`config.mk`:
```
export PLATFORM = sky130hd
export DESIGN_NAME = pipe_stage_reg
export DESIGN_NICKNAME = d
export VERILOG_FILES = /design/src/rtl/pipe_pkg.sv /design/src/rtl/pipe_slot.sv /design/src/rtl/pipe_stage_reg.sv
export SDC_FILE = /design/constraint.sdc
export NUM_CORES = 1
export LEC_CHECK = 0
export CAP_MARGIN = 20
export CORE_MARGIN = 8
export CORE_UTILIZATION = 35
export CTS_CLUSTER_DIAMETER = 150
export DETAILED_ROUTE_END_ITERATION = 8
export PLACE_DENSITY = 0.85
export RECOVER_POWER = 100
export SLEW_MARGIN = 20
export SYNTH_ARGS = -nofsm -noshare
export SYNTH_HDL_FRONTEND = slang
export SYNTH_SLANG_ARGS = --single-unit
```
`constraint.sdc`:
```
create_clock -name i_clk -period 4.98 [get_ports i_clk]
set_clock_uncertainty 0.1 [all_clocks]
set_input_delay 0.747 -clock i_clk [delete_from_list [all_inputs] [get_ports i_clk]]
set_output_delay 0.747 -clock i_clk [all_outputs]
set_load 0.1 [all_outputs]
```
`src/rtl/pipe_pkg.sv`:
```
// ---------------------------------------------------------------------------
// pipe_pkg
// Shared constants and types for the pipeline stage register.
//   ALU_ADD       : ALU opcode carried by a bubble (no-op add).
//   CTRL_RST_DEF  : default bubble/reset control word (ALU field in [4:0]).
//   stage_state_t : occupancy of the stage (EMPTY, FULL, SKID).
// ---------------------------------------------------------------------------
package pipe_pkg;

    localparam logic [4:0]  ALU_ADD      = 5'b00010;
    localparam int          CTRL_W_DEF   = 16;
    localparam logic [15:0] CTRL_RST_DEF = 16'(ALU_ADD);

    typedef enum logic [1:0] {
        EMPTY = 2'd0,
        FULL  = 2'd1,
        SKID  = 2'd2
    } stage_state_t;

endpackage : pipe_pkg

```
`src/rtl/pipe_slot.sv`:
```
// ---------------------------------------------------------------------------
// pipe_slot
// One storage entry of the stage: a valid flag plus control and data payload.
// Ports:
//   i_clk, i_reset : clock, asynchronous active-high reset
//   i_load         : capture i_ctrl/i_data and mark the entry valid
//   i_clear        : invalidate the entry (wins over i_load); data is kept
//   i_ctrl, i_data : payload to capture
//   o_valid        : entry holds a beat
//   o_ctrl         : held control word, or CTRL_RST while invalid
//   o_data         : held data word (last captured value while invalid)
// ---------------------------------------------------------------------------
module pipe_slot
    import pipe_pkg::*;
#(
    parameter int                DATA_W   = 128,
    parameter int                CTRL_W   = CTRL_W_DEF,
    parameter logic [CTRL_W-1:0] CTRL_RST = CTRL_W'(CTRL_RST_DEF)
) (
    input  logic              i_clk,
    input  logic              i_reset,
    input  logic              i_load,
    input  logic              i_clear,
    input  logic [CTRL_W-1:0] i_ctrl,
    input  logic [DATA_W-1:0] i_data,
    output logic              o_valid,
    output logic [CTRL_W-1:0] o_ctrl,
    output logic [DATA_W-1:0] o_data
);

    logic              valid_q;
    logic [CTRL_W-1:0] ctrl_q;
    logic [DATA_W-1:0] data_q;

    // NOTE: state registers use non-blocking assignments so every flop samples
    // the pre-edge values of its inputs, independent of statement order.
    // NOTE: the data word is reset too, because the stage must present zero
    // data while in reset; it is a plain register, not a RAM.
    always_ff @(posedge i_clk or posedge i_reset) begin
        if (i_reset) begin
            valid_q <= 1'b0;
            ctrl_q  <= CTRL_RST;
            data_q  <= '0;
        end else if (i_clear) begin
            valid_q <= 1'b0;
        end else if (i_load) begin
            valid_q <= 1'b1;
            ctrl_q  <= i_ctrl;
            data_q  <= i_data;
        end
    end

    // An empty entry must look like a bubble downstream.
    assign o_valid = valid_q;
    assign o_ctrl  = valid_q ? ctrl_q : CTRL_RST;
    assign o_data  = data_q;

endmodule : pipe_slot

```
`src/rtl/pipe_stage_reg.sv`:
```
// ---------------------------------------------------------------------------
// pipe_stage_reg
// Valid/ready pipeline stage register with flush and stall, one cycle latency.
// Optional skid entry enabled by defining the macro PIPE_STAGE_SKID_EN; it
// decouples o_in_ready from i_out_ready. Default build: single entry.
// Ports:
//   i_clk, i_reset            : clock, asynchronous active-high reset
//   i_flush                   : synchronous kill of all held beats
//   i_stall                   : block acceptance (does not block drain)
//   i_in_valid / o_in_ready   : upstream handshake
//   i_in_ctrl, i_in_data      : upstream payload
//   o_out_valid / i_out_ready : downstream handshake
//   o_out_ctrl, o_out_data    : registered payload (ctrl = CTRL_RST if empty)
//   o_count                   : number of held beats
// ---------------------------------------------------------------------------
module pipe_stage_reg
    import pipe_pkg::*;
#(
    parameter int                DATA_W   = 128,
    parameter int                CTRL_W   = CTRL_W_DEF,
    parameter logic [CTRL_W-1:0] CTRL_RST = CTRL_W'(CTRL_RST_DEF)
) (
    input  logic              i_clk,
    input  logic              i_reset,
    input  logic              i_flush,
    input  logic              i_stall,
    input  logic              i_in_valid,
    output logic              o_in_ready,
    input  logic [CTRL_W-1:0] i_in_ctrl,
    input  logic [DATA_W-1:0] i_in_data,
    output logic              o_out_valid,
    input  logic              i_out_ready,
    output logic [CTRL_W-1:0] o_out_ctrl,
    output logic [DATA_W-1:0] o_out_data,
    output logic [1:0]        o_count
);

    logic              main_valid;
    logic [CTRL_W-1:0] main_ctrl;
    logic [DATA_W-1:0] main_data;
    logic              main_load;
    logic              main_clear;
    logic [CTRL_W-1:0] main_ctrl_in;
    logic [DATA_W-1:0] main_data_in;

    logic              in_fire;
    logic              out_fire;
    stage_state_t      state;

    pipe_slot #(
        .DATA_W   (DATA_W),
        .CTRL_W   (CTRL_W),
        .CTRL_RST (CTRL_RST)
    ) u_main (
        .i_clk   (i_clk),
        .i_reset (i_reset),
        .i_load  (main_load),
        .i_clear (main_clear),
        .i_ctrl  (main_ctrl_in),
        .i_data  (main_data_in),
        .o_valid (main_valid),
        .o_ctrl  (main_ctrl),
        .o_data  (main_data)
    );

    assign out_fire = main_valid && i_out_ready;
    assign in_fire  = i_in_valid && o_in_ready;

`ifdef PIPE_STAGE_SKID_EN

    logic              skid_valid;
    logic [CTRL_W-1:0] skid_ctrl;
    logic [DATA_W-1:0] skid_data;
    logic              skid_load;
    logic              skid_clear;

    pipe_slot #(
        .DATA_W   (DATA_W),
        .CTRL_W   (CTRL_W),
        .CTRL_RST (CTRL_RST)
    ) u_skid (
        .i_clk   (i_clk),
        .i_reset (i_reset),
        .i_load  (skid_load),
        .i_clear (skid_clear),
        .i_ctrl  (i_in_ctrl),
        .i_data  (i_in_data),
        .o_valid (skid_valid),
        .o_ctrl  (skid_ctrl),
        .o_data  (skid_data)
    );

    // Ready depends only on the registered skid flag, never on i_out_ready.
    assign o_in_ready = !i_stall && !i_flush && !skid_valid;
    assign state      = skid_valid ? SKID : (main_valid ? FULL : EMPTY);
    assign o_count    = {1'b0, main_valid} + {1'b0, skid_valid};

    // NOTE: every signal driven here gets a default first, so no path through
    // the case statement can leave one unassigned and infer a latch.
    always_comb begin
        main_load    = 1'b0;
        main_clear   = 1'b0;
        skid_load    = 1'b0;
        skid_clear   = 1'b0;
        main_ctrl_in = i_in_ctrl;
        main_data_in = i_in_data;
        if (i_flush) begin
            main_clear = 1'b1;
            skid_clear = 1'b1;
        end else begin
            case (state)
                EMPTY: main_load = in_fire;
                FULL: begin
                    if (out_fire) begin
                        // Head leaves; a new beat (if any) takes its place.
                        main_load  = in_fire;
                        main_clear = !in_fire;
                    end else begin
                        // Head is stuck; park the incoming beat behind it.
                        skid_load = in_fire;
                    end
                end
                SKID: begin
                    if (out_fire) begin
                        main_load    = 1'b1;
                        main_ctrl_in = skid_ctrl;
                        main_data_in = skid_data;
                        skid_clear   = 1'b1;
                    end
                end
                default: ;
            endcase
        end
    end

`else

    // Can accept when empty, or when the held beat leaves this same cycle.
    assign o_in_ready = !i_stall && !i_flush && (!main_valid || i_out_ready);
    assign state      = main_valid ? FULL : EMPTY;
    assign o_count    = {1'b0, main_valid};

    always_comb begin
        main_load    = 1'b0;
        main_clear   = 1'b0;
        main_ctrl_in = i_in_ctrl;
        main_data_in = i_in_data;
        if (i_flush) begin
            main_clear = 1'b1;
        end else begin
            case (state)
                EMPTY: main_load = in_fire;
                FULL: begin
                    // Simultaneous in+out replaces the entry and stays FULL.
                    main_load  = in_fire;
                    main_clear = out_fire && !in_fire;
                end
                default: ;
            endcase
        end
    end

`endif

    assign o_out_valid = main_valid;
    assign o_out_ctrl  = main_ctrl;
    assign o_out_data  = main_data;

endmodule : pipe_stage_reg

```
* Yosys cells after proc, flatten, opt, wreduce, memory -nomap -nowiden
Index checks and enable logic that the tools add are counted.
** Storage, ports and cells
- Register bits :: 145
- Output and inout bits :: 148
- Word-level logic and storage cells :: 27
- Input bits :: 150
** Cells by class
- Multiplexer cells :: 8
- Reductions and logical operators :: 14
- Bitwise operators :: 1
- Equality and inequality tests :: 1
** Operator list (count)
- 2-to-1 mux 16 bit :: 1
- 2-to-1 mux 1 bit :: 7
- logical AND 1 bit :: 5
- zero test 1 bit :: 4
- zero test 2 bit :: 1
- AND reduction 2 bit :: 1
- nonzero test 2 bit :: 1
- OR reduction 2 bit :: 1
- == test 1 bit (second input constant) :: 1
- logical OR 1 bit :: 1
- inverter 1 bit :: 1

* Depth between registers and ports, before layout
- Word-level depth :: 10
- Depth in mapped cells :: 6
- Mapped depth without buffers :: 3

* Modules after synthesis
A second synthesis with hierarchy kept.
** Second synthesis, totals
- Cells, all modules :: 335
- Area total of the unflattened synthesis :: 5818.1 µm²
** By module, submodules not included
- pipe_slot :: seq. area each 3629.7 µm², area each 5754.3 µm², instances 1, cells each 326
- pipe_stage_reg :: seq. area each 0.0 µm², area each 63.8 µm², instances 1, cells each 9

* Worst setup path after synthesis
Ideal clock, no wire load.
- Kind :: register to output
- Start :: register u_main.valid_q (netlist: u_main.o_valid)
- End :: output o_out_ctrl[10]
- Required time :: 4133 ps
- Buffers on the path :: 1
- Path slack :: 2088 ps
- Cell stages (with the launch flop) :: 3
- Arrival :: 2045 ps
- Cells stage by stage :: dfrtp_1 clkbuf_1 and2_1
** On the way
- Word-level cells in the longest chain between the ends :: 1
** Ends and longest elaborated chain
- start: declaration :: RTL line pipe_slot.sv:31 : logic valid_q;
- start signal: assignment :: RTL line pipe_slot.sv:41 : valid_q <= 1'b0;
- start signal: assignment :: RTL line pipe_slot.sv:45 : valid_q <= 1'b0;
- start signal: assignment :: RTL line pipe_slot.sv:47 : valid_q <= 1'b1;
- 2-to-1 mux 16 bit :: RTL line pipe_slot.sv:55 : assign o_ctrl = valid_q ? ctrl_q : CTRL_RST;
- end: declaration :: RTL line pipe_stage_reg.sv:33 : output logic [CTRL_W-1:0] o_out_ctrl,
No other way between the ends.

* Final worst setup path
- Start :: input i_out_ready
- End :: output o_in_ready
** On the way
- Word-level cells in the longest chain between the ends :: 2
** Ends and longest elaborated chain
- start: declaration :: RTL line pipe_stage_reg.sv:32 : input logic i_out_ready,
- logical OR 1 bit :: RTL line pipe_stage_reg.sv:139 : assign o_in_ready = !i_stall && !i_flush && (!main_valid || i_out_ready);
- logical AND 1 bit :: RTL line pipe_stage_reg.sv:139
- end: declaration :: RTL line pipe_stage_reg.sv:28 : output logic o_in_ready,
No other way between the ends.

==> impl_metrics.csv <==
group,metric,value,unit
outcome,status,"finished with violations",
outcome,violations,"max-capacitance violations, max-slew violations",
clocking,path_clk_slew,0.06,ns
synthesis,synth.most_common_cell,"dfrtp_1",
worst_setup_path,cp_max_fo,3,
synthesis,synth_area_per_cell,17.5,sq um
power,swShare,0.479,
die,die-area,20900,sq um
finish,drive_gt1_frac,0.210,
worst_setup_path,critPathRequiredTime,4.13,ns
die,core.rowCount,47,
global_routing,antenna_found_initial,0,
clocking,cts-resized-gates,0,
global_routing,grtUsageTotal,0.154,
synthesis,syn_nets,481,
power,p_leak,0.00396,uW
drt,num_vias,3827,
synthesis,netlist-cell-type-count,17,
drt,via_per_inst,4.43,
place,place_inst,832,
timing,setup_viol,0,
clocking,post_cts_buffers,0,
synthesis,synth_seq_area_share,0.628,
clocking,cts_tree,"built",
timing,min_period,3.57,ns
synthesis,ys_ff_latch,145,
timing,worstMarginPinSlew,3.01,ns
timing,drv_slew,217,
global_routing,overflow,0,
timing,hold_viol,0,
worst_setup_path,cpMostUsedCell,"dlygate4sd3_1",
drt,firstDrtPassIters,4,
clocking,clkLatencyLatePin,0.41,ns
place,dpl_cell_area,8870,sq um
worst_setup_path,slowest_delay,1.20,ns
drt,antenna_left,0,
global_routing,grt_util_met1,0.164,
die,start_util,0.354,
synthesis,yosys.area.top_type_share,0.623,
clocking,numCtsBuffers,17,
global_routing,grt_use_met2,0.252,
global_routing,grt_max_degree,81,
place,pre_cts_ws,1.47,ns
global_routing,grt_pass1_wl,24400,microns
power,p_sw,2440,uW
job,max-cap-violations,3,
timing,slew_headroom,-1.02,
die,die_w,145,microns
worst_setup_path,worstPathArrival,2.73,ns
place,finalWeightedCongestion,0.854,
die,fp.dieH,145,microns
power,total_power,5100,uW
worst_setup_path,r2r_cells,4,
worst_setup_path,end_kind,"primary output",
clocking,h-tree-depth,4,
drt,route.detailed.wl_per_inst,18.8,microns
clocking,cts_sinks,145,
synthesis,synth_warnings,0,
timing,grt_setup_unrepaired,"no",
place,port_buffers,296,
synthesis,synth_top_cell_by_area,"dfrtp_1",
worst_setup_path,cp_slowest_cell,"dlygate4sd3_1",
synthesis,async_reset_ff_frac,1.00,
synthesis,synthesis.area,5780,sq um
timing,tns,0,ns
worst_setup_path,worstSetupPathType,"primary input to primary output",
min_path,min_delay_path_depth,1,
finish,synthToLayoutAreaGrowth,59.6,%
finish,fin_cells,864,
worst_setup_path,critPathLaunchType,"primary input",
clocking,clk_path_buf_depth,2,
power,p_clk_frac,0.241,
die,io_pins,298,
drt,drc,0,
power,power_frac_comb,0.460,
power,seq_power_share,0.299,
global_routing,first_global_vias,4427,
global_routing,grt_util_met3,0.0812,
power,ir_worst_vdd,312,uV
place,hpwl,12600,microns
global_routing,grt-busiest-layer,"met2",
worst_setup_path,crit_path_cell_trace,"dlygate4sd3_1, nand2b_2, and2_1, dlygate4sd3_1",
power,p_int,2660,uW
min_path,hp-class,"flop to flop",
clocking,hold_buffers,0,
die,design.core.area,16300,sq um
clocking,cts_root_buf,"clkbuf_16",
synthesis,syn-instance-count,331,
drt,drtIter0Drc,71,
finish,diodes,0,
timing,fin_ws,1.41,ns
synthesis,synthTopCellsByCount,"dfrtp_1, mux2_2, mux2_4, and2_1, buf_4",
synthesis,synth_edf_count,0,
power,power_density,553,nW/um^2
synthesis,synthTopCellsByArea,"dfrtp_1, mux2_2, mux2_4, and2_1, buf_4",
finish,fin_area,9230,sq um
synthesis,synth_flop_cell,"dfrtp_1",
finish,fill_cells,1385,
timing,clock.fmax,280,MHz
timing,finalCritPeriodShare,0.718,
finish,final_nets,781,
drt,wl,16200,microns
state kept, by name, indices dropped and copies added (netlist names):
name / cells
u_main.ctrl_q: 16
u_main.o_data: 128
u_main.o_valid: 1
power groups by stage:
stage | Clock [uW] | Sequential (uW) | Combinational, uW
2_1_floorplan | 0 | 3040 | 352
3_3_place_gp | 0 | 1550 | 2480
4_1_cts | 1270 | 1540 | 2510
3_5_place_dp | 0 | 1560 | 2500
6_report | 1230 | 1530 | 2340
5_1_grt | 1320 | 1560 | 2410
critical path, delay by kind of cell:
kind                   cells  cell delay, ns
and+or+nand+nor            2            0.25
buffers and inverters      2            1.73
per-stage QoR:
| stage | utilization | hold slack, ns |
|---|---|---|
| finish | 0.565 | 0.382 |
| global route | 0.565 | 0.395 |
| CTS | 0.578 | 0.403 |
| detailed placement | 0.543 | 0.389 |
| global placement | 0.543 | 0.386 |
| floorplan | - | 0.370 |
per-layer routing:
metal / part of all wire / routed length [microns] / up-vias
li1: - / - / 1748
met1: 0.37 / 6020 / 1857
met2: 0.49 / 7920 / 199
met3: 0.12 / 1960 / 23
met4: 0.021 / 341 / 0
met5: 0 / 0 / -
cell usage in the layout (no fill, tap or decap):
cell type | Yosys | layout
buf_4 | 11 | 2
a21oi_1 | 1 | 1
clkinv_2 | 0 | 1
clkinvlp_2 | 0 | 1
nand2b_2 | 1 | 1
clkbuf_8 | 0 | 2
clkbuf_2 | 0 | 2
inv_6 | 0 | 4
conb_1 | 1 | 1
nor2_1 | 1 | 1
mux2_1 | 0 | 48
dfstp_2 | 1 | 1
mux2_4 | 49 | 1
nand2b_1 | 1 | 1
clkbuf_16 | 0 | 17
mux2_2 | 95 | 95
and2_1 | 16 | 16
clkinv_4 | 0 | 2
bufinv_16 | 0 | 1
nand3_1 | 0 | 1
dfrtp_1 | 144 | 144
clkdlybuf4s50_1 | 0 | 147
dlygate4sd3_1 | 0 | 149
clkinvlp_4 | 0 | 5
final cells by class:
class                      instances  area (sq um)  area share
multi-input combinational        166          1760       0.190
clock buffer                      19           453      0.0491
clock inverter                    13           125      0.0136
timing repair buffer             300          2990       0.324
sequential                       145          3630       0.393
tap                              220           275      0.0298
inverter                           1          5.00    0.000542
cells by family (layout without fill, tap and decap cells):
logic type             after synthesis  in the layout  share of synthesized area
buffers and inverters               20            333                     0.0366
DFF                                145            145                      0.628
other                                1              1                   0.000648
and+or+nand+nor                     20             20                     0.0223
AOI/OAI and AO/OA                    1              1                   0.000864
muxes                              144            144                      0.312
worst paths after layout:
path                                               start                            end  slack, ns
setup / recovery                             i_out_ready                     o_in_ready       1.41
hold / removal             u_main.o_data[77]$_DFFE_PP0P_  u_main.o_data[77]$_DFFE_PP0P_       0.38
setup reg to reg              u_main.o_valid$_DFFE_PP0P_   u_main.o_data[5]$_DFFE_PP0P_       1.98
hold reg to reg            u_main.o_data[77]$_DFFE_PP0P_  u_main.o_data[77]$_DFFE_PP0P_       0.38
max in group asynchronous                        i_reset   u_main.ctrl_q[1]$_DFFE_PP1P_       1.68
min in group asynchronous                        i_reset  u_main.o_data[30]$_DFFE_PP0P_       1.56
Power figures use the tool's default switching activity.
